File: src/rtl/mod_m_timer_bank.sv
// Bank of independent programmable mod-M counters.
// Each channel runs periodic (free-running) or one-shot, with its own enable,
// synchronous clear/start and a registered one-cycle tick at period end.
// The modulus is captured into a shadow register whenever q is 0, so a change
// to m made partway through a period only takes effect from the next period.
//
// One-shot FSM (per channel, held in run_r):
//   state | meaning
//   IDLE  | not armed; in one-shot mode the counter holds its value
//   RUN   | armed; counts while en is high, returns to IDLE on wrap or clr
// In periodic mode the FSM is held in IDLE.
module mod_m_timer_bank #(
  parameter int N_CH   = 4,
  parameter int M_BITS = 8
) (
  input  logic                     clk,
  input  logic                     reset,
  input  logic [N_CH-1:0]          en,
  input  logic [N_CH-1:0]          mode,
  input  logic [N_CH-1:0]          start,
  input  logic [N_CH-1:0]          clr,
  input  logic [N_CH*M_BITS-1:0]   m,
  output logic [N_CH-1:0]          tick,
  output logic [N_CH-1:0]          active,
  output logic [N_CH*M_BITS-1:0]   q,
  output logic                     any_tick
);

  localparam logic IDLE = 1'b0;
  localparam logic RUN  = 1'b1;

  for (genvar i = 0; i < N_CH; i++) begin : g_ch
    logic [M_BITS-1:0] q_r;
    logic [M_BITS-1:0] q_nxt;
    logic [M_BITS-1:0] m_s;
    logic [M_BITS-1:0] m_live;
    logic [M_BITS-1:0] eff_m;
    logic              tick_r;
    logic              tick_nxt;
    logic              run_r;
    logic              run_nxt;
    logic              counting;
    logic              wrap;
    logic              active_c;

    assign m_live = m[i*M_BITS +: M_BITS];

    // State register: counter, shadow modulus, tick and one-shot FSM state.
    always_ff @(posedge clk or negedge reset) begin
      if (!reset) begin
        q_r    <= '0;
        m_s    <= '0;
        tick_r <= 1'b0;
        run_r  <= IDLE;
      end else begin
        q_r    <= q_nxt;
        tick_r <= tick_nxt;
        run_r  <= run_nxt;
        if (q_r == '0) begin
          m_s <= m_live;
        end
      end
    end

    // Next-state logic: clr beats start beats wrap beats increment.
    always_comb begin
      eff_m    = (q_r == '0) ? m_live : m_s;
      counting = en[i] & (~mode[i] | (run_r == RUN));
      wrap     = counting & (q_r == eff_m);
      q_nxt    = q_r;
      tick_nxt = 1'b0;
      run_nxt  = run_r;
      if (clr[i]) begin
        q_nxt   = '0;
        run_nxt = IDLE;
      end else if (start[i]) begin
        q_nxt   = '0;
        run_nxt = mode[i] ? RUN : IDLE;
      end else begin
        if (wrap) begin
          q_nxt    = '0;
          tick_nxt = 1'b1;
          run_nxt  = IDLE;
        end else if (counting) begin
          q_nxt = q_r + M_BITS'(1);
        end
        if (!mode[i]) begin
          run_nxt = IDLE;
        end
      end
    end

    // Output logic: one-shot reports armed state, periodic reports enable.
    always_comb begin
      active_c = mode[i] ? (run_r == RUN) : en[i];
    end

    assign q[i*M_BITS +: M_BITS] = q_r;
    assign tick[i]               = tick_r;
    assign active[i]             = active_c;
  end

  assign any_tick = |tick;

endmodule

File: config.mk
export PLATFORM = sky130hd
export DESIGN_NAME = mod_m_timer_bank
export DESIGN_NICKNAME = d
export VERILOG_FILES = /design/src/rtl/mod_m_timer_bank.sv
export SDC_FILE = /design/constraint.sdc
export NUM_CORES = 1
export LEC_CHECK = 0
export BUFFER_PORTS_ARGS = -buffer_cell sky130_fd_sc_hd__buf_2
export CAP_MARGIN = 30
export CORE_UTILIZATION = 55
export CTS_BUF_LIST = sky130_fd_sc_hd__clkbuf_8 sky130_fd_sc_hd__clkbuf_16
export DETAILED_ROUTE_END_ITERATION = 8
export HOLD_SLACK_MARGIN = 0.02
export PLACE_DENSITY = 0.85
export SLEW_MARGIN = 40
export SYNTH_ARGS = -nofsm -noshare
export SYNTH_HDL_FRONTEND = slang
export SYNTH_SLANG_ARGS = --single-unit
File: constraint.sdc
create_clock -name clk -period 3.4 [get_ports clk]
set_input_delay 0.68 -clock clk [delete_from_list [all_inputs] [get_ports clk]]
set_output_delay 0.68 -clock clk [all_outputs]
set_load 0.05 [all_outputs]
After elaboration in Yosys (flattened, before gate mapping) --
Cells that the tools add are included.
Storage, ports and cells: bits in registers 72, bits in latches 0, bits in writable memories 0, ROM bits 0, input bits 50, output and inout bits 41, word-level logic and storage cells 109, memories 0
Cells by class: add/subtract/negate cells 4, multipliers 0, divide/modulo/power cells 0, $lt $le $gt $ge 0, equality and inequality tests 8, shift-type cells 0, muxes and demuxes 56, bitwise logic cells 16, reductions and logical operators 9
Operator list (count):
- two-way mux 8 bit | 20
- two-way mux 1 bit | 36
- adder 8 x 1 -> 8 bit (second input constant) | 4
- == test 8 bit | 4
- zero test 8 bit | 4
- inequality test 4 x 1 -> 1 bit (second input constant) | 4
- nonzero test 4 bit | 4
- bitwise AND 1 bit | 8
- NOT 1 bit | 4
- bitwise OR 1 bit | 4
- OR reduction 4 bit | 1

Depth between registers and ports, before layout --
Gate-level depths: netlist of run 1.
depth after elaboration 8, gate-level depth with buffers 9, depth with buffers taken out 8

Least setup slack after synthesis of run 1 --
Ideal clock, no wire load.
kind flip-flop to flip-flop, start reg g_ch[1].q_r[0], end reg g_ch[1].q_r[1], library setup time 136 ps, arrival 2749 ps, data required time 3264 ps, path slack 515 ps, stages on the path, launching flop included 10, path buffers 1, clock period less this slack 2885 ps, cells stage by stage dfrtp_1 > inv_1 > ha_1 > or4b_4 > or4_4 > buf_6 > and4b_2 > o211ai_4 > o211ai_1 > a21oi_1
On the way: word-level cells in the longest chain between the ends 7, elaborated cells on any way between the ends 10, those cells by class 1 x add/sub; 1 x eq/ne; 5 x mux; 1 x bitwise; 2 x reduce/logical
Ends and longest elaborated chain:
- from (decl) | line 33 | logic [M_BITS-1:0] q_r;
- from (signal assigned) | line 56 | q_r <= q_nxt;
- zero test 8 bit | line 67 | eff_m = (q_r == '0) ? m_live : m_s;
- two-way mux 8 bit
- == test 8 bit | line 69 | wrap = counting & (q_r == eff_m);
- bitwise AND 1 bit | line 69
- two-way mux 8 bit | line 80 | if (wrap) begin
- two-way mux 8 bit | line 76 | end else if (start[i]) begin
- two-way mux 8 bit | line 73 | if (clr[i]) begin
Parallel ways exist; a longest one is shown, timed or not. The select of a mux whose other input is x is not followed. A chain may end at the register's enable or synchronous reset.

Worst setup path in the final report of run 1 --
start reg g_ch[2].q_r[0], end reg g_ch[2].run_r
On the way: word-level cells in the longest chain between the ends 5
Ends and longest elaborated chain:
- from (decl) | line 33
- from (signal assigned) | line 56
- zero test 8 bit | line 67
- two-way mux 8 bit
- == test 8 bit (*) | line 69
- bitwise AND 1 bit (*) | line 69
- inequality test 4 x 1 -> 1 bit (no source line) (*)
- to (signal assigned) | line 58 | run_r <= run_nxt;
- to (decl) | line 40 | logic run_r;
Mark *: on every way between the ends. The rest lies on a longest branch, timed or not.

==> results.json, run 1 <==
{
  "worst_setup_path_start_kind": "flip-flop",
  "relSlewSlack_pct": 44.7,
  "hold_violations": 0,
  "start_util_pct": 56.8,
  "synth-edff-count": 0,
  "rsz0062_at_grt": "no",
  "grt_pass1_wl_um": 17500,
  "yosys_warnings": 0,
  "coreArea_um2": 7690,
  "seq_area_frac_synth_pct": 41.3,
  "power.share.combinational_pct": 12.6,
  "cts_resized": 0,
  "post_cts_buffers": 0,
  "ctsHtreeMaxLevel": 3,
  "switchingPower_uw": 505,
  "drt-met1-wl_um": 4370,
  "setup_tns_ns": 0,
  "dp.cells": 636,
  "die-area_um2": 8300,
  "finalPower_mw": 1.78,
  "hp-class": "input port to asynchronous set/reset pin",
  "syn_area_per_cell_um2": 9.41,
  "finalCriticalPeriod_ns": 2.86,
  "via_per_inst": 5.94,
  "maxSlewViolCount": 0,
  "path_clk_slew_ns": 0.08,
  "drt_wl_total_um": 10300,
  "ys.flop_type": "dfrtp_1",
  "groute.usage.overall_pct": 26.1,
  "clkPwrFrac_pct": 35.9,
  "io_buffer_count": 90,
  "timing.fmax_ghz": 0.349,
  "firstDrtPassIters": 5,
  "syn_area_um2": 4370,
  "ys_seq_elements": 72,
  "status": "complete, no violations",
  "nNetsFinal": 603,
  "clock_tree.root_cell": "clkbuf_8",
  "cts_buffer_depth": 2,
  "cp_cell_sequence": "inv_1, ha_1, nor4b_1, nand2_1, nor4_1, o2111ai_1, a21oi_1, nor3_1",
  "fin_cells": 652,
  "slowest_delay_ns": 0.50,
  "p_seq_share_pct": 51.5,
  "grt-ovfl-total": 0,
  "die_w_um": 91.1,
  "drc": 0,
  "vias": 3872,
  "swShare_pct": 28.4,
  "vdd_drop_max_mv": 0.227,
  "chipHeight_um": 91.1,
  "cts_made_buffers": 9,
  "met3_length_um": 636,
  "power.internal_mw": 1.28,
  "cts.sinks": 72,
  "drtAntennaViolNets": 0,
  "diodes": 0,
  "setup_viol": 0,
  "grt_pass1_vias": 3749,
  "insertion_delay_ns": 0.36,
  "synth_cells": 464,
  "drive_gt1_share_pct": 29.6,
  "cp.required_ns": 3.64,
  "fp-row-count": 32,
  "wl_met2_um": 5090,
  "grt_max_degree": 46,
  "tritoncts": "done",
  "end_kind": "flip-flop",
  "fin_hold_ws_ns": 0.307,
  "dr.first_iter.drc_count": 122,
  "fin_skew_ns": 0.0121,
  "crit_buf_inv": 1,
  "slowest_stage": "nor4_1",
  "critPathMaxFanout": 12,
  "async_reset_ff_share_pct": 100,
  "num_io_pins": 91,
  "synth_nets": 522,
  "area_growth_pct": 15.3,
  "cap_viol_max_count": 0,
  "dp_hpwl_um": 7490,
  "yosys.cell_types.count": 62,
  "hold_buffers": 0,
  "power_density_nw_per_um2": 354,
  "cp.arrival_ns": 3.10,
  "antenna_found_initial": 0,
  "highest_layer": "met4",
  "wire_per_inst_um": 15.8,
  "p_leak_nw": 2.35,
  "finalCritPeriodShare_pct": 84.2,
  "path_class": "flip-flop to flip-flop",
  "gp_congestion": 0.919,
  "tightest_slew_ns": 0.808,
  "crit_family": "simple AND/OR/NAND/NOR gates"
}
[cells in the mapped netlist (all sizes together), types with 3 or more instances]
master	n	area share (%)
ha	8	2.3
and2	3	0.43
nand3	21	2.4
dfrtp	72	41
o21ai	19	2.3
nor2b	17	2.4
and3	9	1.3
o21a	4	0.69
nand4	7	1.0
a2111oi	4	0.80
inv	31	2.7
or4	5	0.95
or2	6	0.86
buf	14	2.3
nor4b	6	1.2
o22ai	7	1.0
o2111ai	6	1.2
xnor2	10	2.0
nand2b	17	2.4
mux2	32	8.3
xor2	10	2.0
a21oi	16	1.8
a22oi	6	1.0
o211ai	3	0.83
nor3	16	1.8
nor2	25	2.6
nor4	7	1.0
clkbuf	12	1.0
nand2	40	3.4
[routing by layer]
layer | global-route usage (%) | vias to the layer above
li1 | - | 1823
met1 | 33.8 | 1862
met2 | 43.4 | 164
met3 | 4.27 | 23
met4 | 11.0 | 0
met5 | 0 | -
[worst reg2reg max path, delay by kind of cell (launching register included)]
family / cells / cell delay, ns
flip-flops: 1 / 0.47
buffers and inverters: 1 / 0.12
adder cells (fa/ha/maj): 1 / 0.17
AND/OR/NAND/NOR: 4 / 1.38
AO/OA/AOI/OAI: 2 / 0.62
[power groups by stage]
| stage | Sequential, mW | Clock [mW] | Combinational, mW |
|---|---|---|---|
| after floorplan | 0.932 | 0 | 0.137 |
| after global placement | 0.930 | 0 | 0.217 |
| after detailed placement | 0.933 | 0 | 0.225 |
| after CTS | 0.916 | 0.650 | 0.227 |
| after global routing | 0.921 | 0.692 | 0.247 |
| final | 0.917 | 0.638 | 0.225 |
[layout by cell type (no fill, tap or decap), types with 3 or more instances in the layout]
| cell | netlist | routed |
|---|---|---|
| nor2_1 | 23 | 23 |
| a2111oi_0 | 4 | 4 |
| and3_1 | 9 | 9 |
| xnor2_1 | 10 | 10 |
| a21oi_1 | 16 | 16 |
| ha_1 | 8 | 8 |
| nand2_1 | 40 | 40 |
| nor3_1 | 16 | 16 |
| nor4b_1 | 6 | 5 |
| buf_4 | 8 | 7 |
| nor4_1 | 7 | 7 |
| nor2b_1 | 17 | 17 |
| mux2_2 | 31 | 31 |
| and2_1 | 3 | 3 |
| o21a_1 | 4 | 4 |
| xor2_1 | 10 | 10 |
| nand3_1 | 21 | 21 |
| or4_1 | 4 | 4 |
| o21ai_0 | 18 | 18 |
| o22ai_1 | 7 | 7 |
| nand4_1 | 7 | 7 |
| nand2b_1 | 17 | 17 |
| a22oi_1 | 6 | 6 |
| o2111ai_1 | 6 | 6 |
| dfrtp_1 | 72 | 72 |
| buf_2 | 1 | 89 |
| or2_2 | 6 | 6 |
| clkbuf_8 | 0 | 10 |
| inv_1 | 31 | 31 |
[logic make-up after synthesis]
logic type               Yosys count  synth area share [%]
AO/OA/AOI/OAI                     87                  14.3
XOR/XNOR                          20                  4.01
adder cells (fa/ha/maj)            8                  2.29
buffers and inverters             57                  5.96
flip-flops                        72                  41.3
multiplexers                      32                  8.34
AND/OR/NAND/NOR                  188                  23.8
[final timing paths]
check,end,cells after the start,from,slack (ns)
setup / recovery,g_ch[2].run_r$_DFFE_PN0P_,8,g_ch[2].q_r[0]$_DFFE_PN0P_,0.54
hold / removal,g_ch[1].run_r$_DFFE_PN0P_,1,reset,0.31
setup reg to reg,g_ch[2].run_r$_DFFE_PN0P_,8,g_ch[2].q_r[0]$_DFFE_PN0P_,0.54
hold reg to reg,g_ch[0].m_s[0]$_DFF_PN0_,2,g_ch[0].m_s[0]$_DFF_PN0_,0.50
max in group asynchronous,g_ch[0].m_s[1]$_DFF_PN0_,2,reset,2.36
min in group clk,g_ch[0].run_r$_DFFE_PN0P_,2,clr[0],0.50
[cell type report]
type / instances / area, um2
Clock buffer: 10 / 138
Clock inverter: 6 / 43.8
Fill cell: 627 / 2650
Inverter: 31 / 116
Multi-Input combinational cell: 335 / 2310
Sequential cell: 72 / 1800
Tap cell: 102 / 128
Timing Repair Buffer: 96 / 498
[per-stage QoR]
| step | setup WS (ns) | cell area [um2] | utilization (%) |
|---|---|---|---|
| after floorplan | 0.515 | 4370 | - |
| after global routing | 0.266 | 5030 | 65.5 |
| after global placement | 0.732 | 4840 | 63.0 |
| final | 0.537 | 5030 | 65.5 |
| after detailed placement | 0.595 | 4850 | 63.1 |
| after CTS | 0.572 | 5030 | 65.4 |
[sequential cells by signal (all words and copies together) (netlist names)]
register and cells:
g_ch.run_r 4, g_ch.m_s 32, g_ch.q_r 32, g_ch.tick_r 4
No activity file was read; power rests on OpenSTA's default activity.
==> run 2: changes to the inputs <==
==> constraint.sdc (replaced) <==
create_clock -name clk -period 3 [get_ports clk]
set_input_delay 0.6 -clock clk [delete_from_list [all_inputs] [get_ports clk]]
set_output_delay 0.6 -clock clk [all_outputs]
set_load 0.05 [all_outputs]
==> run 2 against run 1 <==
Net effect: via count down 0.90%; die area unchanged; critical endpoint is now g_ch[1].q_r[1]$_DFFE_PN0P_; critical path type unchanged; sequential power is 13% higher; clock power up 14%; sequential cell count did not move; critical path depth is the same; non-clock buffer count up 4; first-iteration DRC count up 41%; utilization rose by 0.55 points; power rose by 14%.
==> results.json, run 2 (synthesis gave the netlist of run 1 again) <==
{
  "status": "complete, no violations",
  "worst_setup_path_start_kind": "flip-flop",
  "finalCriticalPeriod_ns": 2.63,
  "critPathMaxFanout": 10,
  "slowest_stage": "or4_4",
  "fin_cells": 656,
  "cts_buffer_depth": 2,
  "vias": 3837,
  "drtAntennaViolNets": 0,
  "r2r-start": "g_ch[1].q_r[1]$_DFFE_PN0P_",
  "dp_hpwl_um": 7380,
  "fp-row-count": 32,
  "wire_per_inst_um": 15.9,
  "path_clk_slew_ns": 0.08,
  "hold_buffers": 0,
  "die_w_um": 91.1,
  "vdd_drop_max_mv": 0.289,
  "cts.sinks": 72,
  "hp-class": "input port to asynchronous set/reset pin",
  "tightest_slew_ns": 0.720,
  "power_density_nw_per_um2": 399,
  "dp.cells": 640,
  "hold_violations": 0,
  "reg.largest.list": "g_ch.m_s (32), g_ch.q_r (32)",
  "start_util_pct": 56.8,
  "setup_tns_ns": 0,
  "grt_util_met1_pct": 35.3,
  "cp-startpoint": "g_ch[1].q_r[1]$_DFFE_PN0P_",
  "tritoncts": "done",
  "dr.first_iter.drc_count": 172,
  "chipHeight_um": 91.1,
  "gr-usage-met2_pct": 43.3,
  "diodes": 0,
  "worst-r2r-setup-slack_ns": 0.37,
  "grt-ovfl-total": 0,
  "die-area_um2": 8300,
  "path_class": "flip-flop to flip-flop",
  "final_area_um2": 5080,
  "drc": 0,
  "grt_pass1_wl_um": 17500,
  "timing.fmax_ghz": 0.380,
  "drt_wl_total_um": 10400,
  "ctsHtreeMaxLevel": 3,
  "layout_common_cells": "buf_2 (90), dfrtp_1 (72), nand2_1 (40)",
  "cp_cell_sequence": "inv_1, ha_1, or4b_4, or4_4, and4b_2, o211ai_4, o211ai_1, a21oi_1",
  "rsz0062_at_grt": "no",
  "grt_max_degree": 73,
  "io_buffer_count": 90,
  "cp.required_ns": 3.23,
  "r2r_end": "g_ch[1].q_r[1]$_DFFE_PN0P_",
  "fin_ws_ns": 0.366,
  "layout_commonest_cell": "buf_2",
  "fin_skew_ns": 0.0115,
  "clock_tree.root_cell": "clkbuf_8",
  "fin_hold_ws_ns": 0.264,
  "via_per_inst": 5.85,
  "area_growth_pct": 16.3,
  "setup_viol": 0,
  "pre_cts_slack_ns": 0.366,
  "finalCritPeriodShare_pct": 87.8,
  "firstDrtPassIters": 4,
  "gp_congestion": 0.932,
  "cp.arrival_ns": 2.87,
  "fin_util_pct": 66.0,
  "use_met3_pct": 3.02,
  "slowest_delay_ns": 0.52,
  "antenna_found_initial": 0,
  "insertion_delay_ns": 0.36,
  "relSlewSlack_pct": 50.8,
  "end_kind": "flip-flop",
  "fillCellCount": 654,
  "groute.usage.overall_pct": 26.1,
  "nNetsFinal": 607,
  "finalPower_mw": 2.03,
  "maxSlewViolCount": 0,
  "cap_viol_max_count": 0,
  "post_cts_buffers": 0,
  "multi_input_area_um2": 2310,
  "drive_gt1_share_pct": 30.0,
  "place_area_um2": 4890,
  "cts_resized": 0,
  "grt_pass1_vias": 3663,
  "coreArea_um2": 7690,
  "p_leak_nw": 2.37,
  "r2r_cells": 8,
  "seq_area_um2": 1800,
  "cts_made_buffers": 9,
  "num_io_pins": 91,
  "endpoint": "g_ch[1].q_r[1]$_DFFE_PN0P_",
  "top_usage_layer": "met2"
}
-- run 2: power breakdown --
part / switching (mW) / internal [mW]
logic: 0.143 / 0.115
clock network: 0.387 / 0.342
registers: 0.0318 / 1.01
total: 0.562 / 1.46
-- run 2: per-layer routing --
metal | routed length (um) | vias to the layer above
met1 | 4530 | 1831
met3 | 566 | 16
met4 | 199 | 0
li1 | - | 1833
met2 | 5110 | 157
met5 | 0 | -
-- run 2: cell type report --
cell class / instances / area share, %
tap: 102 / 2.51
clock buffer: 11 / 2.98
sequential: 72 / 35.5
clock inverter: 5 / 0.641
inverter: 31 / 2.29
timing repair buffer: 100 / 10.6
multi-input combinational: 335 / 45.5
-- run 2: worst min path at each step --
stage | startpoint | end | slack [ns] | depth (start not counted)
floorplan | reset | g_ch[0].m_s[0]$_DFF_PN0_ | 0.30 | 0
detailed placement | g_ch[0].m_s[0]$_DFF_PN0_ | g_ch[0].m_s[0]$_DFF_PN0_ | 0.50 | 2
finish | reset | g_ch[1].q_r[2]$_DFFE_PN0P_ | 0.26 | 2
global placement | g_ch[0].m_s[0]$_DFF_PN0_ | g_ch[0].m_s[0]$_DFF_PN0_ | 0.48 | 2
global route | reset | g_ch[1].m_s[0]$_DFF_PN0_ | 0.32 | 2
CTS | reset | g_ch[1].run_r$_DFFE_PN0P_ | 0.29 | 2
-- run 2: critical path: cells and delay by family (launching register included) --
| kind | cells | cell delay [ns] |
|---|---|---|
| AOI/OAI and AO/OA | 3 | 0.48 |
| DFF | 1 | 0.47 |
| buffers and inverters | 1 | 0.09 |
| and+or+nand+nor | 3 | 1.33 |
| adders and majority gates | 1 | 0.14 |
==> run 3: changes to the inputs <==
==> constraint.sdc (replaced) <==
create_clock -name clk -period 2.7 [get_ports clk]
set_input_delay 0.54 -clock clk [delete_from_list [all_inputs] [get_ports clk]]
set_output_delay 0.54 -clock clk [all_outputs]
set_load 0.05 [all_outputs]
==> run 3 against run 2 <==
Net effect: worst setup slack worse by 0.13 ns; via count up 1.8%; die area unchanged; clock skew down 0.0043 ns; hold slack worse by 0.050 ns; sequential cell count unchanged; clock power up 23%; global-route usage down 0.12 points; critical path depth unchanged; design area up 2.0%; utilization up 1.3 points; critical path type unchanged; largest power group unchanged; highest routed layer unchanged.
==> results.json, run 3 (synthesis gave the netlist of run 1 again) <==
{
  "status": "complete, no violations",
  "start_util_pct": 56.8,
  "antenna_found_initial": 0,
  "clock_tree.root_cell": "clkbuf_8",
  "hold_violations": 0,
  "coreArea_um2": 7690,
  "critPathMaxFanout": 8,
  "pre_cts_slack_ns": 0.197,
  "layout_commonest_cell": "buf_2",
  "dp_hpwl_um": 7480,
  "die-area_um2": 8300,
  "dr.first_iter.drc_count": 149,
  "area_growth_pct": 18.6,
  "chipHeight_um": 91.1,
  "worst_setup_path_start_kind": "flip-flop",
  "wire_per_inst_um": 15.7,
  "die_w_um": 91.1,
  "groute.usage.overall_pct": 26.0,
  "finalCritPeriodShare_pct": 91.4,
  "dp.cells": 650,
  "setup_viol": 0,
  "final_area_um2": 5180,
  "num_io_pins": 91,
  "grt_pass1_vias": 3672,
  "cap_viol_max_count": 0,
  "diodes": 0,
  "fin_cells": 666,
  "maxSlewViolCount": 0,
  "finalCriticalPeriod_ns": 2.47,
  "gp_congestion": 0.957,
  "drc": 0,
  "grt-ovfl-total": 0,
  "p_leak_nw": 2.44,
  "finalPower_mw": 2.34,
  "place_area_um2": 4960,
  "cp.arrival_ns": 2.72,
  "drt_wl_total_um": 10500,
  "ctsHtreeMaxLevel": 3,
  "cp.required_ns": 2.96,
  "reg.largest.list": "g_ch.m_s (32), g_ch.q_r (32)",
  "layout_common_cells": "buf_2 (90), dfrtp_1 (71), nand2_1 (40)",
  "fin_ws_ns": 0.233,
  "relSlewSlack_pct": 58.4,
  "firstDrtPassIters": 5,
  "end_kind": "flip-flop",
  "vdd_drop_max_mv": 0.264,
  "rsz0062_at_grt": "no",
  "nNetsFinal": 617,
  "hp-class": "input port to asynchronous set/reset pin",
  "timing.fmax_ghz": 0.405,
  "via_per_inst": 5.86,
  "cts.sinks": 72,
  "cts_buffer_depth": 2,
  "tritoncts": "done",
  "power_density_nw_per_um2": 453,
  "path_clk_slew_ns": 0.08,
  "fin_util_pct": 67.4,
  "setup_tns_ns": 0,
  "grt_pass1_wl_um": 17500,
  "drtAntennaViolNets": 0,
  "tightest_slew_ns": 0.609,
  "insertion_delay_ns": 0.34,
  "fin_hold_ws_ns": 0.213,
  "cts_made_buffers": 9,
  "fp-row-count": 32,
  "io_buffer_count": 90,
  "path_class": "flip-flop to flip-flop",
  "fin_skew_ns": 0.00718,
  "vias": 3905,
  "drive_gt1_share_pct": 31.6,
  "grt_max_degree": 47
}
run 3: cell types whose count changed in the layout (fill, tap and decap cells not counted), sizes merged:
cell,previous run,this run
buf,100,110
clkinv,2,3
bufinv,0,1
clkinvlp,2,0
run 3: repair_timing:
item	in CTS	in global routing
hold buffers	0	0
gates resized for setup	0	1
endpoints found under the setup margin	0	9
buffers inserted	0	0
run 3: worst max-delay path, stage by stage, from the launching register on:
cell      delay (ns)
dfrtp_2         0.44
inv_2           0.07
ha_1            0.12
or4b_4          0.47
or4_4           0.47
and4_1          0.21
o211ai_4        0.31
o21ai_2         0.08
a211oi_2        0.22
run 3: worst paths after layout:
kind,startpoint,endpoint,slack [ns],cells after the start
max,g_ch[1].q_r[0]$_DFFE_PN0P_,g_ch[1].run_r$_DFFE_PN0P_,0.23,8
min,reset,g_ch[1].m_s[3]$_DFF_PN0_,0.21,1
max reg2reg,g_ch[1].q_r[0]$_DFFE_PN0P_,g_ch[1].run_r$_DFFE_PN0P_,0.23,8
min reg2reg,g_ch[0].m_s[0]$_DFF_PN0_,g_ch[0].m_s[0]$_DFF_PN0_,0.51,2
max in group asynchronous,reset,g_ch[1].q_r[0]$_DFFE_PN0P_,1.81,2
min in group clk,clr[0],g_ch[0].run_r$_DFFE_PN0P_,0.37,2
run 3: metal layers:
layer	part of all wire, %	vias to the layer above	track usage (%)
met5	0	-	0
met2	49	172	43.4
met3	5.9	17	5.11
met1	43	1872	34.1
met4	1.7	0	8.47
li1	-	1844	-
run 3: cell type report:
class	count	area [um2]
inverter	31	116
sequential	72	1800
multi-input combinational	335	2310
tap	102	128
clock inverter	5	56.3
fill	603	2510
timing repair buffer	110	613
clock buffer	11	151
run 3: power breakdown:
group	switching (mW)	total, mW	internal [mW]	leakage (nW)
combinational	0.163	0.295	0.131	1.40
sequential	0.0335	1.15	1.12	0.927
clock	0.420	0.897	0.476	0.111
total	0.617	2.34	1.73	2.44
